===== src/rtl/mc_ctrl_pkg.sv =====
`default_nettype none
// +----------------------------------------------------------------------------+
// | mc_ctrl_pkg: state codes, datapath select encodings, opcode/funct constants |
// | Revision: 1.0                                                              |
// +----------------------------------------------------------------------------+
package mc_ctrl_pkg;

  // ctrl_encode_def: sequencer states and datapath select encodings
  typedef enum logic [3:0] {
    ST_FETCH = 4'd0,
    ST_DCD   = 4'd1,
    ST_EXE   = 4'd2,
    ST_MA    = 4'd3,
    ST_MRD   = 4'd4,
    ST_MWB   = 4'd5,
    ST_MWR   = 4'd6,
    ST_AWB   = 4'd7,
    ST_BR    = 4'd8,
    ST_JMP   = 4'd9
  } state_e;

  localparam logic [1:0] NPC_PC4 = 2'b00;
  localparam logic [1:0] NPC_BR  = 2'b01;
  localparam logic [1:0] NPC_JMP = 2'b10;

  localparam logic [1:0] ALU_ADD = 2'b00;
  localparam logic [1:0] ALU_SUB = 2'b01;
  localparam logic [1:0] ALU_OR  = 2'b10;

  localparam logic [1:0] EXT_ZERO = 2'b00;
  localparam logic [1:0] EXT_SIGN = 2'b01;
  localparam logic [1:0] EXT_LUI  = 2'b10;

  localparam logic [1:0] WD_ALU = 2'b00;
  localparam logic [1:0] WD_DM  = 2'b01;
  localparam logic [1:0] WD_PC4 = 2'b10;

  localparam logic [1:0] GPR_RD = 2'b00;
  localparam logic [1:0] GPR_RT = 2'b01;
  localparam logic [1:0] GPR_RA = 2'b10;

  // instruction_def: opcode and funct constants
  localparam logic [5:0] OP_RTYPE = 6'b000000;
  localparam logic [5:0] OP_ORI   = 6'b001101;
  localparam logic [5:0] OP_LUI   = 6'b001111;
  localparam logic [5:0] OP_LW    = 6'b100011;
  localparam logic [5:0] OP_SW    = 6'b101011;
  localparam logic [5:0] OP_BEQ   = 6'b000100;
  localparam logic [5:0] OP_J     = 6'b000010;
  localparam logic [5:0] OP_JAL   = 6'b000011;

  localparam logic [5:0] F_ADDU = 6'b100001;
  localparam logic [5:0] F_SUBU = 6'b100011;

  typedef enum logic [3:0] {
    CL_ILL  = 4'd0,
    CL_ADDU = 4'd1,
    CL_SUBU = 4'd2,
    CL_ORI  = 4'd3,
    CL_LUI  = 4'd4,
    CL_LW   = 4'd5,
    CL_SW   = 4'd6,
    CL_BEQ  = 4'd7,
    CL_J    = 4'd8,
    CL_JAL  = 4'd9
  } iclass_e;

endpackage
`default_nettype wire


===== src/rtl/mc_ctrl_dec.sv =====
`default_nettype none
// +----------------------------------------------------------------------------+
// | mc_ctrl_dec: maps latched op/funct to an instruction class and EXE selects |
// | Revision: 1.0                                                              |
// +----------------------------------------------------------------------------+
module mc_ctrl_dec
  import mc_ctrl_pkg::*;
(
  input  logic [5:0] op,
  input  logic [5:0] funct,
  output iclass_e    iclass,
  output logic       bsel,
  output logic [1:0] aluop,
  output logic [1:0] extop
);

  always_comb begin
    iclass = CL_ILL;
    bsel   = 1'b0;
    aluop  = ALU_ADD;
    extop  = EXT_ZERO;
    case (op)
      OP_RTYPE: begin
        if (funct == F_ADDU) begin
          iclass = CL_ADDU;
        end else if (funct == F_SUBU) begin
          iclass = CL_SUBU;
          aluop  = ALU_SUB;
        end
      end
      OP_ORI: begin
        iclass = CL_ORI;
        bsel   = 1'b1;
        aluop  = ALU_OR;
      end
      // lui relies on rs being $0, so OR with the shifted immediate is a move
      OP_LUI: begin
        iclass = CL_LUI;
        bsel   = 1'b1;
        aluop  = ALU_OR;
        extop  = EXT_LUI;
      end
      OP_LW:   iclass = CL_LW;
      OP_SW:   iclass = CL_SW;
      OP_BEQ:  iclass = CL_BEQ;
      OP_J:    iclass = CL_J;
      OP_JAL:  iclass = CL_JAL;
      default: iclass = CL_ILL;
    endcase
  end

endmodule
`default_nettype wire


===== src/rtl/mc_ctrl.sv =====
`default_nettype none
// +----------------------------------------------------------------------------+
// | mc_ctrl: multi-cycle MIPS control sequencer with DM ready handshake.       |
// | Optional MC_CTRL_PERF_CNT_EN adds cycle / retired-instruction counters.    |
// | Revision: 1.0                                                              |
// +----------------------------------------------------------------------------+
module mc_ctrl
  import mc_ctrl_pkg::*;
#(
  parameter int CNT_W   = 32,
  parameter int MEM_TMO = 16
) (
  input  logic             clk,
  input  logic             rst,
  input  logic [5:0]       OpCode,
  input  logic [5:0]       funct,
  input  logic             Zero,
  input  logic             mem_rdy,
  output logic             PCWr,
  output logic             IRWr,
  output logic             RFWr,
  output logic             DMWr,
  output logic             DMRd,
  output logic [1:0]       NPCOp,
  output logic [1:0]       ALUOp,
  output logic [1:0]       ExtOp,
  output logic             BSel,
  output logic [1:0]       WDSel,
  output logic [1:0]       GPRSel,
  output logic [3:0]       state,
  output logic             mem_err,
  output logic             ill_op
`ifdef MC_CTRL_PERF_CNT_EN
  ,
  output logic [CNT_W-1:0] cyc_cnt,
  output logic [CNT_W-1:0] instret_cnt
`endif
);

  localparam int WCNT_W = (MEM_TMO > 1) ? $clog2(MEM_TMO) : 1;
  localparam logic [WCNT_W-1:0] TMO_LAST = WCNT_W'((MEM_TMO > 0) ? MEM_TMO - 1 : 0);

  if (CNT_W < 1) begin : g_cnt_w_chk
    $error("mc_ctrl: CNT_W must be at least 1");
  end

  state_e            cur_st;
  state_e            nxt_st;
  logic [5:0]        op_q;
  logic [5:0]        funct_q;
  logic [WCNT_W-1:0] wcnt;
  logic              tmo_hit;
  logic              tmo_exit;
  iclass_e           iclass;
  logic              dec_bsel;
  logic [1:0]        dec_aluop;
  logic [1:0]        dec_extop;

  mc_ctrl_dec u_dec (
    .op     (op_q),
    .funct  (funct_q),
    .iclass (iclass),
    .bsel   (dec_bsel),
    .aluop  (dec_aluop),
    .extop  (dec_extop)
  );

  assign tmo_hit = (MEM_TMO != 0) && (wcnt == TMO_LAST);
  assign state   = cur_st;

  // All strobes are forced low while rst is held so an aborted access never writes
  always_comb begin
    nxt_st   = ST_FETCH;
    tmo_exit = 1'b0;
    PCWr     = 1'b0;
    IRWr     = 1'b0;
    RFWr     = 1'b0;
    DMWr     = 1'b0;
    DMRd     = 1'b0;
    NPCOp    = NPC_PC4;
    ALUOp    = ALU_ADD;
    ExtOp    = EXT_ZERO;
    BSel     = 1'b0;
    WDSel    = WD_ALU;
    GPRSel   = GPR_RD;
    ill_op   = 1'b0;
    if (!rst) begin
      case (cur_st)
        ST_FETCH: begin
          IRWr   = 1'b1;
          PCWr   = 1'b1;
          nxt_st = ST_DCD;
        end
        ST_DCD: begin
          case (iclass)
            CL_ADDU, CL_SUBU, CL_ORI, CL_LUI: nxt_st = ST_EXE;
            CL_LW, CL_SW:                     nxt_st = ST_MA;
            CL_BEQ:                           nxt_st = ST_BR;
            CL_J, CL_JAL:                     nxt_st = ST_JMP;
            default:                          ill_op = 1'b1;
          endcase
        end
        ST_EXE: begin
          BSel   = dec_bsel;
          ALUOp  = dec_aluop;
          ExtOp  = dec_extop;
          nxt_st = ST_AWB;
        end
        ST_AWB: begin
          RFWr   = 1'b1;
          GPRSel = (iclass == CL_ADDU || iclass == CL_SUBU) ? GPR_RD : GPR_RT;
        end
        ST_MA: begin
          BSel   = 1'b1;
          ExtOp  = EXT_SIGN;
          nxt_st = (iclass == CL_LW) ? ST_MRD : ST_MWR;
        end
        ST_MRD: begin
          DMRd = 1'b1;
          if (mem_rdy)      nxt_st = ST_MWB;
          else if (tmo_hit) tmo_exit = 1'b1;
          else              nxt_st = ST_MRD;
        end
        ST_MWR: begin
          DMWr = 1'b1;
          if (mem_rdy)      nxt_st = ST_FETCH;
          else if (tmo_hit) tmo_exit = 1'b1;
          else              nxt_st = ST_MWR;
        end
        ST_MWB: begin
          RFWr   = 1'b1;
          WDSel  = WD_DM;
          GPRSel = GPR_RT;
        end
        ST_BR: begin
          ALUOp = ALU_SUB;
          ExtOp = EXT_SIGN;
          PCWr  = Zero;
          NPCOp = NPC_BR;
        end
        ST_JMP: begin
          PCWr  = 1'b1;
          NPCOp = NPC_JMP;
          if (iclass == CL_JAL) begin
            RFWr   = 1'b1;
            WDSel  = WD_PC4;
            GPRSel = GPR_RA;
          end
        end
        default: nxt_st = ST_FETCH;
      endcase
    end
  end

  always_ff @(posedge clk or posedge rst) begin
    if (rst) begin
      cur_st  <= ST_FETCH;
      op_q    <= '0;
      funct_q <= '0;
      wcnt    <= '0;
      mem_err <= 1'b0;
    end else begin
      cur_st <= nxt_st;
      if (IRWr) begin
        op_q    <= OpCode;
        funct_q <= funct;
      end
      // Counts consecutive wait cycles; clears on any exit from MRD/MWR
      if ((cur_st == ST_MRD || cur_st == ST_MWR) && nxt_st == cur_st) begin
        wcnt <= wcnt + 1'b1;
      end else begin
        wcnt <= '0;
      end
      if (tmo_exit) begin
        mem_err <= 1'b1;
      end
    end
  end

`ifdef MC_CTRL_PERF_CNT_EN
  logic retire;
  assign retire = (cur_st != ST_FETCH) && (nxt_st == ST_FETCH) && !ill_op && !tmo_exit;

  always_ff @(posedge clk or posedge rst) begin
    if (rst) begin
      cyc_cnt     <= '0;
      instret_cnt <= '0;
    end else begin
      cyc_cnt <= cyc_cnt + 1'b1;
      if (retire) begin
        instret_cnt <= instret_cnt + 1'b1;
      end
    end
  end
`endif

endmodule
`default_nettype wire

===== config.mk =====
export PLATFORM = sky130hd
export DESIGN_NAME = mc_ctrl
export DESIGN_NICKNAME = d
export VERILOG_FILES = /design/src/rtl/mc_ctrl_pkg.sv /design/src/rtl/mc_ctrl_dec.sv /design/src/rtl/mc_ctrl.sv
export SDC_FILE = /design/constraint.sdc
export NUM_CORES = 1
export LEC_CHECK = 0
export ABC_AREA = 1
export CAP_MARGIN = 30
export CORE_MARGIN = 2
export CORE_UTILIZATION = 48
export DETAILED_ROUTE_END_ITERATION = 16
export PLACE_DENSITY = 0.86
export SYNTH_ARGS = -nofsm -noshare
export SYNTH_HDL_FRONTEND = slang
export SYNTH_SLANG_ARGS = --single-unit
export TNS_END_PERCENT = 100

===== constraint.sdc =====
create_clock -name clk -period 1.42 [get_ports clk]
set_input_delay 0.142 -clock clk [delete_from_list [all_inputs] [get_ports clk]]
set_output_delay 0.142 -clock clk [all_outputs]
set_load 0.05 [all_outputs]

==> reports/metrics.sh, run 1 <==
BOUNDARYPINS=38
SYNTHCELLS=193
AVGSYNTHCELLAREA_UM2=7.15
SYNTH_NETS=210
CTS-HOLD-FIX-BUFFERS=0
CLOCK_TREE_ROOT='sky130_fd_sc_hd__clkbuf_4'
ERROR_LINE='[ERROR DPL-0038] Utilization greater than 100%, impossible to legalize'
CTS_REPAIR_RESIZE_COUNT=75
STATUS='aborted with a tool error'
PLACE_CONGESTION=0.914
LAST-STAGE-REACHED='4_1_cts'
SYNTH_TOP_FAMILY_BY_AREA='simple AND/OR/NAND/NOR gates'
PORTION_OF_THE_POST_SYNTHESIS_AREA_USED_BY_SEQUENTIAL_ELEMENTS_PCT=38.1
YOSYS-MUX-AREA-FRACTION_PCT=0
NUMPORTBUFFERS=37
SYNTH_AREA_IN_COMPOUND_GATES_PCT=10.8
START_UTIL_PCT=50.5
CTS_INSERTED_BUFFERS=3
POST_SYNTH_NUM_CELL_TYPES=34
HTREEDEPTH=1
POST_SYNTH_XOR_AREA_FRACTION_PCT=1.27
YOSYS.AREA_SHARE.ADDER_PCT=0.907
CORE.ROWCOUNT=19
SYNTH_SEQ_CELLS=21
TRITONCTS_NUM_SINKS=21
DETAILED_PLACE_HPWL_UM=3470
POST-CTS-SETUP-BUFFER-COUNT=14
NETLIST_AREA_UM2=1380
SIMPLE_GATE_SHARE_OF_THE_SYNTHESIZED_AREA_PCT=37.8
YOSYSWARNINGS=0
CLOCK_TREE.BUFFER_DEPTH=2
FLOORPLAN.DIE.WIDTH_UM=57.6
DIE_HEIGHT_UM=57.6
logic make-up after synthesis:
kind of cell,count (synthesis)
simple gates,112
buf+inv,34
compound gates,23
flops,21
xor+xnor,2
fa+ha+maj,1
synthesized netlist by cell type:
library cell / n / share of area [%]
sky130_fd_sc_hd__xor2_1: 1 / 0.63
sky130_fd_sc_hd__inv_4: 1 / 0.45
sky130_fd_sc_hd__nor2_1: 32 / 8.7
sky130_fd_sc_hd__nand3_2: 1 / 0.73
sky130_fd_sc_hd__a21boi_1: 1 / 0.54
sky130_fd_sc_hd__o21ai_1: 1 / 0.36
sky130_fd_sc_hd__buf_6: 1 / 0.82
sky130_fd_sc_hd__nand3_1: 15 / 5.4
sky130_fd_sc_hd__inv_1: 24 / 6.5
sky130_fd_sc_hd__o21ai_0: 5 / 1.8
sky130_fd_sc_hd__nand2_2: 1 / 0.45
sky130_fd_sc_hd__a21oi_1: 6 / 2.2
sky130_fd_sc_hd__o211ai_1: 1 / 0.54
sky130_fd_sc_hd__nor2_4: 2 / 1.6
sky130_fd_sc_hd__nor2_8: 1 / 1.5
sky130_fd_sc_hd__nand4_2: 1 / 0.91
sky130_fd_sc_hd__nand2_4: 1 / 0.82
sky130_fd_sc_hd__buf_2: 1 / 0.36
sky130_fd_sc_hd__o22ai_1: 1 / 0.45
sky130_fd_sc_hd__xnor2_1: 1 / 0.63
sky130_fd_sc_hd__nor2_2: 1 / 0.45
sky130_fd_sc_hd__nor3_1: 5 / 1.8
sky130_fd_sc_hd__nor4_2: 1 / 0.91
sky130_fd_sc_hd__ha_1: 1 / 0.91
sky130_fd_sc_hd__o21ai_2: 6 / 3.8
sky130_fd_sc_hd__buf_4: 1 / 0.54
sky130_fd_sc_hd__buf_8: 1 / 1.1
sky130_fd_sc_hd__nand3b_1: 1 / 0.54
sky130_fd_sc_hd__dfrtp_1: 21 / 38
sky130_fd_sc_hd__a31o_2: 1 / 0.63
sky130_fd_sc_hd__inv_2: 5 / 1.4
sky130_fd_sc_hd__a31oi_1: 1 / 0.45
sky130_fd_sc_hd__nand2_1: 48 / 13
sky130_fd_sc_hd__nand4_1: 2 / 0.91
per-stage QoR:
step	instance area [um^2]	hold WS [ns]	util (%)	setup slack [ns]	cells
2_1_floorplan	1550	0.0300	-	-0.534	193
3_3_place_gp	2410	0.448	88.2	-0.0917	296
3_5_place_dp	2410	0.457	88.2	-0.193	296
==> inputs of run 2 (changes only) <==
Settings changed: CORE_AREA set to 2 2 63 65, CORE_MARGIN 2 to unset, CORE_UTILIZATION 48 to unset, DIE_AREA set to 0 0 65 67, PLACE_DENSITY 0.86 to unset, PLACE_DENSITY_LB_ADDON set to 0.15.
==> reports/metrics.sh, run 2 <==
POST_SYNTH_NUM_CELL_TYPES=34  # unchanged
HTREEDEPTH=1  # unchanged
WORSTPATHREQUIRED_NS=1.28
LARGEST_REGISTERS='funct_q x6, op_q x6'
GRT_PASS1_WL_UM=7360
FRACTION_OF_FINAL_LAYOUT_CELLS_SIZED_BEYOND_DRIVE_STRENGTH_1_PCT=64.5
YOSYS-TOP-CELLS-COUNT='sky130_fd_sc_hd__nand2_1, sky130_fd_sc_hd__nor2_1, sky130_fd_sc_hd__inv_1'  # unchanged
FIN_SETUP_TNS_NS=-5.70
CORE.ROWCOUNT=22  # was 19
DRT-PASS1-ITER-COUNT=4
AVGSYNTHCELLAREA_UM2=7.15  # unchanged
LAYOUT_COMMONEST_CELL='sky130_fd_sc_hd__buf_4'
SYNTH_TOP_AREA_SHARE_PCT=38.1  # unchanged
ANT_NETS=0
WORST-R2R-CELL-COUNT=11
PORTION_OF_THE_POST_SYNTHESIS_AREA_USED_BY_SEQUENTIAL_ELEMENTS_PCT=38.1  # unchanged
CLOCK_TREE_ROOT='sky130_fd_sc_hd__clkbuf_8'  # was sky130_fd_sc_hd__clkbuf_4
VDD_IR_DROP_MAX_mV=0.970
SEQ_AREA_UM2=531
GRT_UTIL_ALL_LAYERS_PCT=21.8
NETS=311
TIMING.HOLD.WORST.CLASS='input port to register'
YS_DOMINANT_REG_CELL='sky130_fd_sc_hd__dfrtp_1'  # unchanged
STATIC-LEAKAGE-POWER_nW=1.40
LAYOUT_SETUP_WS_NS=-0.401
SYNTH_ENABLE_FLOP_CELLS=0  # unchanged
P_TOTAL_mW=3.59
SYNTHTOPCELLSBYAREA='sky130_fd_sc_hd__dfrtp_1, sky130_fd_sc_hd__nand2_1, sky130_fd_sc_hd__nor2_1'  # unchanged
TOTALWIRELENGTH_UM=5130
START_UTIL_PCT=38.3  # was 50.5%
ANTENNA_CELLS=0
GRT.MET3_USAGE_PCT=2.36
SYNTH_LARGEST_AREA_CELL='sky130_fd_sc_hd__dfrtp_1'  # unchanged
FMAXACHIEVABLE_MHz=549
SYNTH_NETS=210  # unchanged
SLEW_HEADROOM_PCT=73.9
CRITICAL_PATH_CLASS='register to output port'
PWR_PER_CELL_AREA_nW_PER_UM2=1180
WHS_PATH_DEPTH=3
CLOCK_SLEW_SEEN_BY_THE_REGISTERS_OF_THE_WORST_SETUP_AND_HOLD_PATHS_NS=0.07
TRITONCTS_NUM_SINKS=21  # unchanged
MAXIMUM_NUMBER_OF_PINS_ON_ONE_NET_BEFORE_GLOBAL_ROUTE_REPAIR=22
FILL_CELLS=177
SYNTHTOLAYOUTAREAGROWTH_PCT=121
FINAL.MIN_CLOCK_PERIOD_NS=1.82
LAYOUT.CELLS.NON_FILLER=341
VIOLATIONS='setup timing'
CLOCK_TREE_FROM_TRITONCTS='yes'
TOP_USAGE_LAYER='met2'
REPORT.FINAL.SETUP_VIOL=33
RR_STARTPOINT='state[1]'
NUMPLACEDINSTANCES=322  # was 296
CRITPATHARRIVALTIME_NS=1.68
GLOBALROUTEMET1UTIL_PCT=27.1
GRT_PASS1_VIAS=1633
DRCVIOLATIONCOUNT=0
HOLDCRITSTARTPOINT='funct[0]'
FLOORPLAN.DIE.WIDTH_UM=65  # was 57.6 um
NUMPORTBUFFERS=37  # unchanged
CAP_VIOLATIONS=0
GRT_UTIL_MET2_PCT=40.7
MULTI_INPUT_COMB_AREA_UM2=1120
DRT-WIRELENGTH-PER-CELL_UM=15.0
BOUNDARYPINS=38  # unchanged
PERIOD_SHARE_PCT=128
CORE_REGION_AREA_UM2=3610
YOSYSWARNINGS=0  # unchanged
POSTPLACECELLAREA_UM2=2510  # was 2410 um^2
POSTLAYOUTCELLAREA_UM2=3050
CLOCK_TREE.BUFFER_DEPTH=2  # unchanged
DIE_HEIGHT_UM=67  # was 57.6 um
DETAILED_PLACE_HPWL_UM=3070  # was 3470 um
MIN_TO='funct_q[0]'
WORSTREG2REGEND='op_q[2]'
WORST_HOLD_SLACK_NS=0.447
ANTENNA_FOUND_INITIAL=0
SYNTH_ASYNC_RESET_RATIO_PCT=100  # unchanged
ROUTE.VIAS.TOTAL=1685
CTS-HOLD-FIX-BUFFERS=0  # unchanged
WORSTSETUPENDPOINTTYPE='output port'
R2R_SETUP_SLACK_NS=-0.13
LAYOUT.CELLS.MOST_COMMON_LIST='sky130_fd_sc_hd__buf_4, sky130_fd_sc_hd__buf_6, sky130_fd_sc_hd__nand2_1'
CLK_LATENCY_NS=0.25
SYNTH_SEQ_CELLS=21  # unchanged
FIN_WORST_SKEW_NS=0.00300
SYNTHCELLS=193  # unchanged
FINALHOLDVIOLCOUNT=0
MOST_FREQUENTLY_USED_CELL_TYPE_IN_THE_POST_SYNTHESIS_NETLIST='sky130_fd_sc_hd__nand2_1'  # unchanged
VIA_DENSITY=4.94
DETAIL_ROUTE.ITER0.VIOLATIONS=69
CRIT_PATH_START_KIND='register'
PLACE_CONGESTION=0.797  # was 0.914
GLOBAL_ROUTE.OVERFLOW_TOTAL=0
TIMING.FINAL.MAX_SLEW_VIOLATIONS=0
DIEAREA_UM2=4360
STATUS='finished, violations left'  # was aborted with a tool error
WORST-PATH-MAX-FANOUT=3
CTS_INSERTED_BUFFERS=3  # unchanged
NETLIST_AREA_UM2=1380  # unchanged
GRT_SETUP_UNREPAIRED='true'
WORST_SLEW_PIN_SLEW_NS=0.390
run 2: cell counts after synthesis:
No cell type changed its count.
run 2: worst max path at each step:
stage                           from  depth (start not counted)        end  slack (ns)
after floorplan             state[0]                          7   WDSel[1]       -0.53
after global placement           rst                          5     ill_op       -0.08
after detailed placement         rst                          6  GPRSel[1]        -0.1
after CTS                    op_q[3]                          9     ill_op       -0.31
after global routing      funct_q[1]                          6     ill_op       -0.50
final                     funct_q[1]                          6     ill_op       -0.40
run 2: worst max-delay path, stage by stage, from the launching register on:
cell,delay [ns]
sky130_fd_sc_hd__dfrtp_1,0.42
sky130_fd_sc_hd__nand2_1,0.10
sky130_fd_sc_hd__inv_2,0.05
sky130_fd_sc_hd__o211ai_1,0.34
sky130_fd_sc_hd__nand3_1,0.19
sky130_fd_sc_hd__a21oi_4,0.18
sky130_fd_sc_hd__buf_12,0.15
run 2: repair_timing:
| action | in CTS | in global routing |
|---|---|---|
| gates cloned | 0 | 0 |
| buffers inserted | 12 | 8 |
| pin swaps | 22 | 22 |
| endpoints found under the setup margin | 30 | 35 |
| gates resized for setup | 61 | 52 |
| hold endpoints to repair | 0 | 0 |
run 2: report_power, final:
part           internal [mW]  switching (mW)
sequential             0.754           0.140
combinational           1.08            1.24
clock                  0.199           0.179
total                   2.03            1.56
run 2: cell type report:
class                      instances  share of cell area, %
clock buffer                       4                   1.48
inverter                          30                   4.11
tap                               48                   1.97
timing repair buffer             100                   38.2
sequential                        21                   17.4
multi-input combinational        138                   36.8
run 2: cell families after synthesis:
| logic type | count (synthesis) | synth area share, % |
|---|---|---|
| AO/OA/AOI/OAI | 23 | 10.8 |
| XOR/XNOR | 2 | 1.27 |
| adder cells (fa/ha/maj) | 1 | 0.906 |
| buffers and inverters | 34 | 11.2 |
| flip-flops | 21 | 38.1 |
| AND/OR/NAND/NOR | 112 | 37.8 |
run 2: routing by layer:
metal,routed length [um],vias up
met5,0,-
met4,164,0
met3,213,16
met2,2750,57
met1,2000,797
li1,-,815
run 2: metrics by stage:
stage | util (%) | setup WS (ns)
CTS | 79.1 | -0.311
finish | 84.5 | -0.401
detailed placement | 69.7 | -0.0983
floorplan | - | -0.534
global route | 84.5 | -0.497
global placement | 69.7 | -0.0794
(Power assumes the default switching activity.)
